### config.mk
export PLATFORM = sky130hd
export DESIGN_NAME = ast_sw_debounce_flat
export DESIGN_NICKNAME = d
export VERILOG_FILES = /design/src/rtl/ast_sw_debounce_if.sv /design/src/rtl/ast_sw_debounce.sv /design/src/flat_wrapper.sv
export SDC_FILE = /design/constraint.sdc
export NUM_CORES = 1
export LEC_CHECK = 0
export BUFFER_PORTS_ARGS = -buffer_cell sky130_fd_sc_hd__buf_2
export CAP_MARGIN = 20
export CORE_ASPECT_RATIO = 0.6
export CORE_MARGIN = 4
export CORE_UTILIZATION = 44
export DETAILED_ROUTE_END_ITERATION = 7
export GPL_ROUTABILITY_DRIVEN = 1
export PLACE_DENSITY = 0.65
export SLEW_MARGIN = 20
export SYNTH_ARGS = -nofsm -noshare
export SYNTH_HDL_FRONTEND = slang
export SYNTH_SLANG_ARGS = --single-unit
### constraint.sdc
create_clock -name Clock_pin -period 2.46 [get_ports Clock_pin]
set_input_delay 0.246 -clock Clock_pin [delete_from_list [all_inputs] [get_ports Clock_pin]]
set_output_delay 0.246 -clock Clock_pin [all_outputs]
set_load 0.03 [all_outputs]
### src/rtl/ast_sw_debounce_if.sv
// Switch/pushbutton conditioning bus: raw board pins in, clean levels,
// rise pulses and the acknowledged button flag out.
interface ast_sw_debounce_if;
    logic [4:0] SW_raw;
    logic [4:0] SW_clean;
    logic [4:0] SW_rise;
    logic       Btn_event;
    logic       Btn_ack;

    modport master (
        output SW_raw,
        output Btn_ack,
        input  SW_clean,
        input  SW_rise,
        input  Btn_event
    );

    modport slave (
        input  SW_raw,
        input  Btn_ack,
        output SW_clean,
        output SW_rise,
        output Btn_event
    );
endinterface

### src/rtl/ast_sw_debounce.sv
// Two-flop synchroniser plus per-bit stability-counter debounce for the five board inputs.
// Define AST_SW_EDGE_EN to build the rise-pulse registers and the sticky button flag.
module ast_sw_debounce #(
    parameter int DEBOUNCE_CYCLES = 50000,
    parameter int CNT_W           = 16
) (
    input  logic              Clock_pin,
    input  logic              Resetn_pin,
    ast_sw_debounce_if.slave  sw
);

    localparam logic [CNT_W-1:0] CNT_TC = CNT_W'(DEBOUNCE_CYCLES - 1);

    logic [4:0]       sync1_q, sync2_q;
    logic [4:0]       clean_q, clean_d;
    logic [CNT_W-1:0] cnt_q [5];
    logic [CNT_W-1:0] cnt_d [5];

    always_ff @(posedge Clock_pin or negedge Resetn_pin) begin
        if (!Resetn_pin) begin
            sync1_q <= '0;
            sync2_q <= '0;
            clean_q <= '0;
            for (int i = 0; i < 5; i++) cnt_q[i] <= '0;
        end else begin
            sync1_q <= sw.SW_raw;
            sync2_q <= sync1_q;
            clean_q <= clean_d;
            for (int i = 0; i < 5; i++) cnt_q[i] <= cnt_d[i];
        end
    end

    // A bit only flips after sync2 has disagreed with it for DEBOUNCE_CYCLES edges in a row.
    always_comb begin
        clean_d = clean_q;
        for (int i = 0; i < 5; i++) begin
            cnt_d[i] = '0;
            if (sync2_q[i] != clean_q[i]) begin
                if (cnt_q[i] == CNT_TC) begin
                    clean_d[i] = sync2_q[i];
                end else begin
                    cnt_d[i] = cnt_q[i] + CNT_W'(1);
                end
            end
        end
    end

    assign sw.SW_clean = clean_q;

`ifdef AST_SW_EDGE_EN
    logic [4:0] rise_q, rise_d;
    logic       btn_q, btn_d;

    always_comb begin
        rise_d = clean_d & ~clean_q;
        btn_d  = btn_q;
        // A new press wins over a simultaneous ack so no event is dropped.
        if (rise_d[4]) begin
            btn_d = 1'b1;
        end else if (sw.Btn_ack) begin
            btn_d = 1'b0;
        end
    end

    always_ff @(posedge Clock_pin or negedge Resetn_pin) begin
        if (!Resetn_pin) begin
            rise_q <= '0;
            btn_q  <= 1'b0;
        end else begin
            rise_q <= rise_d;
            btn_q  <= btn_d;
        end
    end

    assign sw.SW_rise   = rise_q;
    assign sw.Btn_event = btn_q;
`else
    logic unused_btn_ack;
    assign unused_btn_ack = sw.Btn_ack;
    assign sw.SW_rise     = 5'b0;
    assign sw.Btn_event   = 1'b0;
`endif

endmodule

### src/flat_wrapper.sv
// flat-port wrapper written by rule: the top's interface ports become plain ports
module ast_sw_debounce_flat 
#(
    parameter int DEBOUNCE_CYCLES = 50000,
    parameter int CNT_W           = 16
)
  (Clock_pin, Resetn_pin, sw_SW_raw, sw_Btn_ack, sw_SW_clean, sw_SW_rise, sw_Btn_event);
  ast_sw_debounce_if sw_i ();
  input  logic Clock_pin;
  input  logic Resetn_pin;
  input wire logic [$bits(sw_i.SW_raw)-1:0] sw_SW_raw;
  input wire logic [$bits(sw_i.Btn_ack)-1:0] sw_Btn_ack;
  output wire logic [$bits(sw_i.SW_clean)-1:0] sw_SW_clean;
  output wire logic [$bits(sw_i.SW_rise)-1:0] sw_SW_rise;
  output wire logic [$bits(sw_i.Btn_event)-1:0] sw_Btn_event;
  assign sw_i.SW_raw = sw_SW_raw;
  assign sw_i.Btn_ack = sw_Btn_ack;
  assign sw_SW_clean = sw_i.SW_clean;
  assign sw_SW_rise = sw_i.SW_rise;
  assign sw_Btn_event = sw_i.Btn_event;
  ast_sw_debounce #(.DEBOUNCE_CYCLES(DEBOUNCE_CYCLES), .CNT_W(CNT_W)) u_core (.Clock_pin(Clock_pin), .Resetn_pin(Resetn_pin), .sw(sw_i));
endmodule
; After elaboration in Yosys (flattened, before gate mapping)
; Cells that the tools add are included.
[totals]
reg_bits = 95
inputBits = 8
out_inout_bits = 11
elab_cells = 42
[op_classes]
add_sub_neg = 5
eq_ne = 10
n_mux = 10
n_reduce_logical = 5
[op_table]
columns = op, n
row1 = $mux W16, 10
row2 = $add A16 B1 Y16 const B, 5
row3 = $eq A16 B16 Y1 const B, 5
row4 = $reduce_and A2 Y1, 5
row5 = $ne A1 B1 Y1, 5

; Depth between registers and ports, before layout
[logic_depth]
depth_word = 3
depth_mapped = 6

; Worst setup path after synthesis
; No wires, ideal clock.
[synth_timing]
kind = reg-to-reg
start = register u_core.cnt_q[69] (netlist name)
end = register u_core.clean_q[0] (netlist: u_core.sw.SW_clean[0])
arrival_time_ns = 1.762
required_time_ns = 2.335
path_slack_ns = 0.573
path_stages_with_launch = 4
n_path_buf = 0
period_less_slack_ns = 1.887
cell_sequence = dfrtp_1 -> or4b_1 -> or4_4 -> mux2_4
[synth_between]
elab_chain_cells = 2
[synth_rtl]
columns = item, line_no
row1 = start: declaration, ast_sw_debounce.sv:16  ; logic [CNT_W-1:0] cnt_q [5];
row2 = $eq A16 B16 Y1, ast_sw_debounce.sv:39  ; if (cnt_q[i] == CNT_TC) begin
row3 = $reduce_and A2 Y1 (no line), n/a
row4 = end signal: assignment, ast_sw_debounce.sv:28  ; clean_q <= clean_d;
row5 = end: declaration, ast_sw_debounce.sv:15  ; logic [4:0] clean_q, clean_d;
; No other way between the ends.
; A chain may end at the register's enable or synchronous reset.

; Worst setup path after layout
; Ends and elaborated chain as after synthesis.

==> impl_metrics.yaml <==
outcome:
  status: "finished, final reports clean"
final_layout:
  layout_common_cells: "95 x dfrtp_1, 92 x nor2_1, 60 x xnor2_1"
  fin_util_pct: 51.19
  syn2layout_area_growth_pct: 13.56
  fin_nets: 475
  layout_commonest_cell: "dfrtp_1"
  layout-drive-gt1-share_pct: 9.850
  insertedDiodeCount: 0
  final_area_um2: 5040
detailed_routing:
  via_per_inst: 5.051
  finalWirelength_um: 7833
  drt_first_pass_iters: 4
  drc: 0
  wl_per_cell_um: 13.01
  drtIter0Drc: 153
  via_count: 3041
  ant_nets: 0
setup_path:
  worstPathArrival_ns: 2.23
  worstPathRequired_ns: 2.69
  critPathLaunch: "u_core.cnt_q[69]"
  end_kind: "register"
  reg2regPathDepth: 3
  path_delay_family: "simple AND/OR/NAND/NOR gates"
  criticalPathCategory: "reg -> reg"
  critical-path-slowest-cell: "or4_4"
  r2r-start: "u_core.cnt_q[69]"
  crit_fanout: 5
  crit_chain: "or4b_1, or4_4, mux2_4"
  cpPeakStageDelay_ns: 0.58
  r2r-end: "u_core.sw.SW_clean[0]"
  rrSetupSlack_ns: 0.46
  crit_buf_inv: 0
  startpoint_type: "register"
floorplan:
  ioPinCount: 19
  die_w_um: 137.7
  rows: 28
  fp.dieH_um: 85.80
  start_util_pct: 45.08
  core_um2: 9844
  die_area_um2: 11810
yosys:
  yosysSeqAreaShare_pct: 53.57
  yosys_warnings: 0
  synth_cells: 433
  ys_types: 35
  syn_area_per_cell_um2: 10.25
  ys_seq_elements: 95
  synth_area_um2: 4438
sta:
  rsz0062_at_grt: "no"
  setup_ws_ns: 0.4612
  setup_viol: 0
  period_share_pct: 81.25
  relSlewSlack_pct: 62.32
  finalHoldViolCount: 0
  skew_ns: 0.01251
  fmax_mhz: 500.3
  drv_slew: 0
  min_period_ns: 1.999
  worst_pin_slew_ns: 0.5652
  setup_tns_ns: 0
cts:
  cts_resized: 0
  cts.sinks: 95
  clk_latency_ns: 0.34
  postCtsSetupRepairBufs: 0
  path_clk_slew_ns: 0.07
  clockBufferDepth: 2
  cts_buffers: 9
  cts_root_buf: "clkbuf_16"
  htreeDepth: 3
  cts_tree: "built"
power:
  ir_drop_mv: 0.3906
  total_power_w: 0.003163
  power_density_nw_per_um2: 627.6
  p_leak_nw: 2.033
grt:
  grt_pass1_wl_um: 14030
  grt_start_max_net_pins: 53
  overflow: 0
  grt_util_all_layers_pct: 14.91
  antenna_found_initial: 0
  grt_pass1_vias: 2937
worst_hold_path:
  holdPathStages: 0
  worstHoldStart: "u_core.sync1_q[4]"
  holdCritPathClass: "reg -> reg"
  whs_endpoint: "u_core.sync2_q[4]"
placement:
  dpl.hpwl_um: 5501
  pre_cts_ws_ns: 0.4845
  place_area_um2: 4673
  port_buffers: 11
  gp_congestion: 0.8056
job:
  drv_cap: 0
-- worst max-delay path by stage --
stage                     slack, ns  depth (start not counted)               endpoint
after global routing           0.38                          5       u_core.cnt_q[14]
after CTS                      0.47                          3  u_core.sw.SW_clean[0]
after floorplan                0.57                          3  u_core.sw.SW_clean[0]
after global placement         0.49                          3  u_core.sw.SW_clean[0]
after detailed placement       0.48                          3  u_core.sw.SW_clean[0]
final                          0.46                          3  u_core.sw.SW_clean[0]
-- metal layers --
metal  track usage [%]  wire length, um
met5                 0                0
met2             20.22             3250
met4             4.257               65
met3             3.927              272
met1             23.27             4245
-- metrics by stage --
step / hold WS (ns) / instances
2_1_floorplan: -0.04959 / 438
3_3_place_gp: 0.2816 / 580
3_5_place_dp: 0.2904 / 580
4_1_cts: 0.3506 / 602
5_1_grt: 0.3598 / 602
6_report: 0.3486 / 602
-- cells in the mapped netlist (all sizes together) --
cell     n  area [um^2]
a21oi    1        5.000
and3     4        26.28
buf     10        71.31
clkbuf   1        3.750
conb     1        3.750
dfrtp   95         2377
ha       5        62.56
inv     17        63.81
mux2     5        60.05
nand2   21        86.33
nand3   29        145.1
nand3b   1        7.510
nand4   19        118.9
nand4b   1        8.760
nor2    92        345.3
nor3    20        100.1
nor4    23        143.9
nor4b    2        17.52
nor4bb   2        20.02
o31ai    1        7.510
o41ai    3        60.06
or2      1        6.260
or3      1        6.260
or4      2        18.77
or4b     2        23.77
xnor2   60        525.5
xor2    14        122.6
-- flip-flops by register name, indices dropped and copies added, names as in the netlist --
| register | cells |
|---|---|
| u_core.sync1_q | 5 |
| u_core.sync2_q | 5 |
| u_core.cnt_q | 80 |
| u_core.sw.SW_clean | 5 |
-- cell type report --
cell class,count,area (um^2)
fill,894,4805
sequential,95,2377
multi-input combinational,315,1941
clock buffer,11,242.7
timing repair buffer,24,182.7
tap,135,168.9
clock inverter,5,63.81
inverter,17,63.81
-- timing repair --
| item | in CTS | in global routing |
|---|---|---|
| hold buffers | 6 | 0 |
| setup endpoints to repair | 0 | 0 |
| endpoints found under the hold margin | 48 | 0 |
-- cells by family after synthesis --
kind of cell	count (synthesis)	synth area share, %
AND/OR/NAND/NOR	220	24.22
adder cells (fa/ha/maj)	5	1.410
other	1	0.08450
buffers and inverters	28	3.129
AO/OA/AOI/OAI	5	1.635
flip-flops	95	53.57
XOR/XNOR	74	14.60
multiplexers	5	1.353
-- power breakdown --
group	internal [W]	switching, W
Combinational	0.0000426	0.0000829
Sequential	0.00159	0.0000247
Clock	0.000825	0.000598
(Power assumes the default switching activity.)
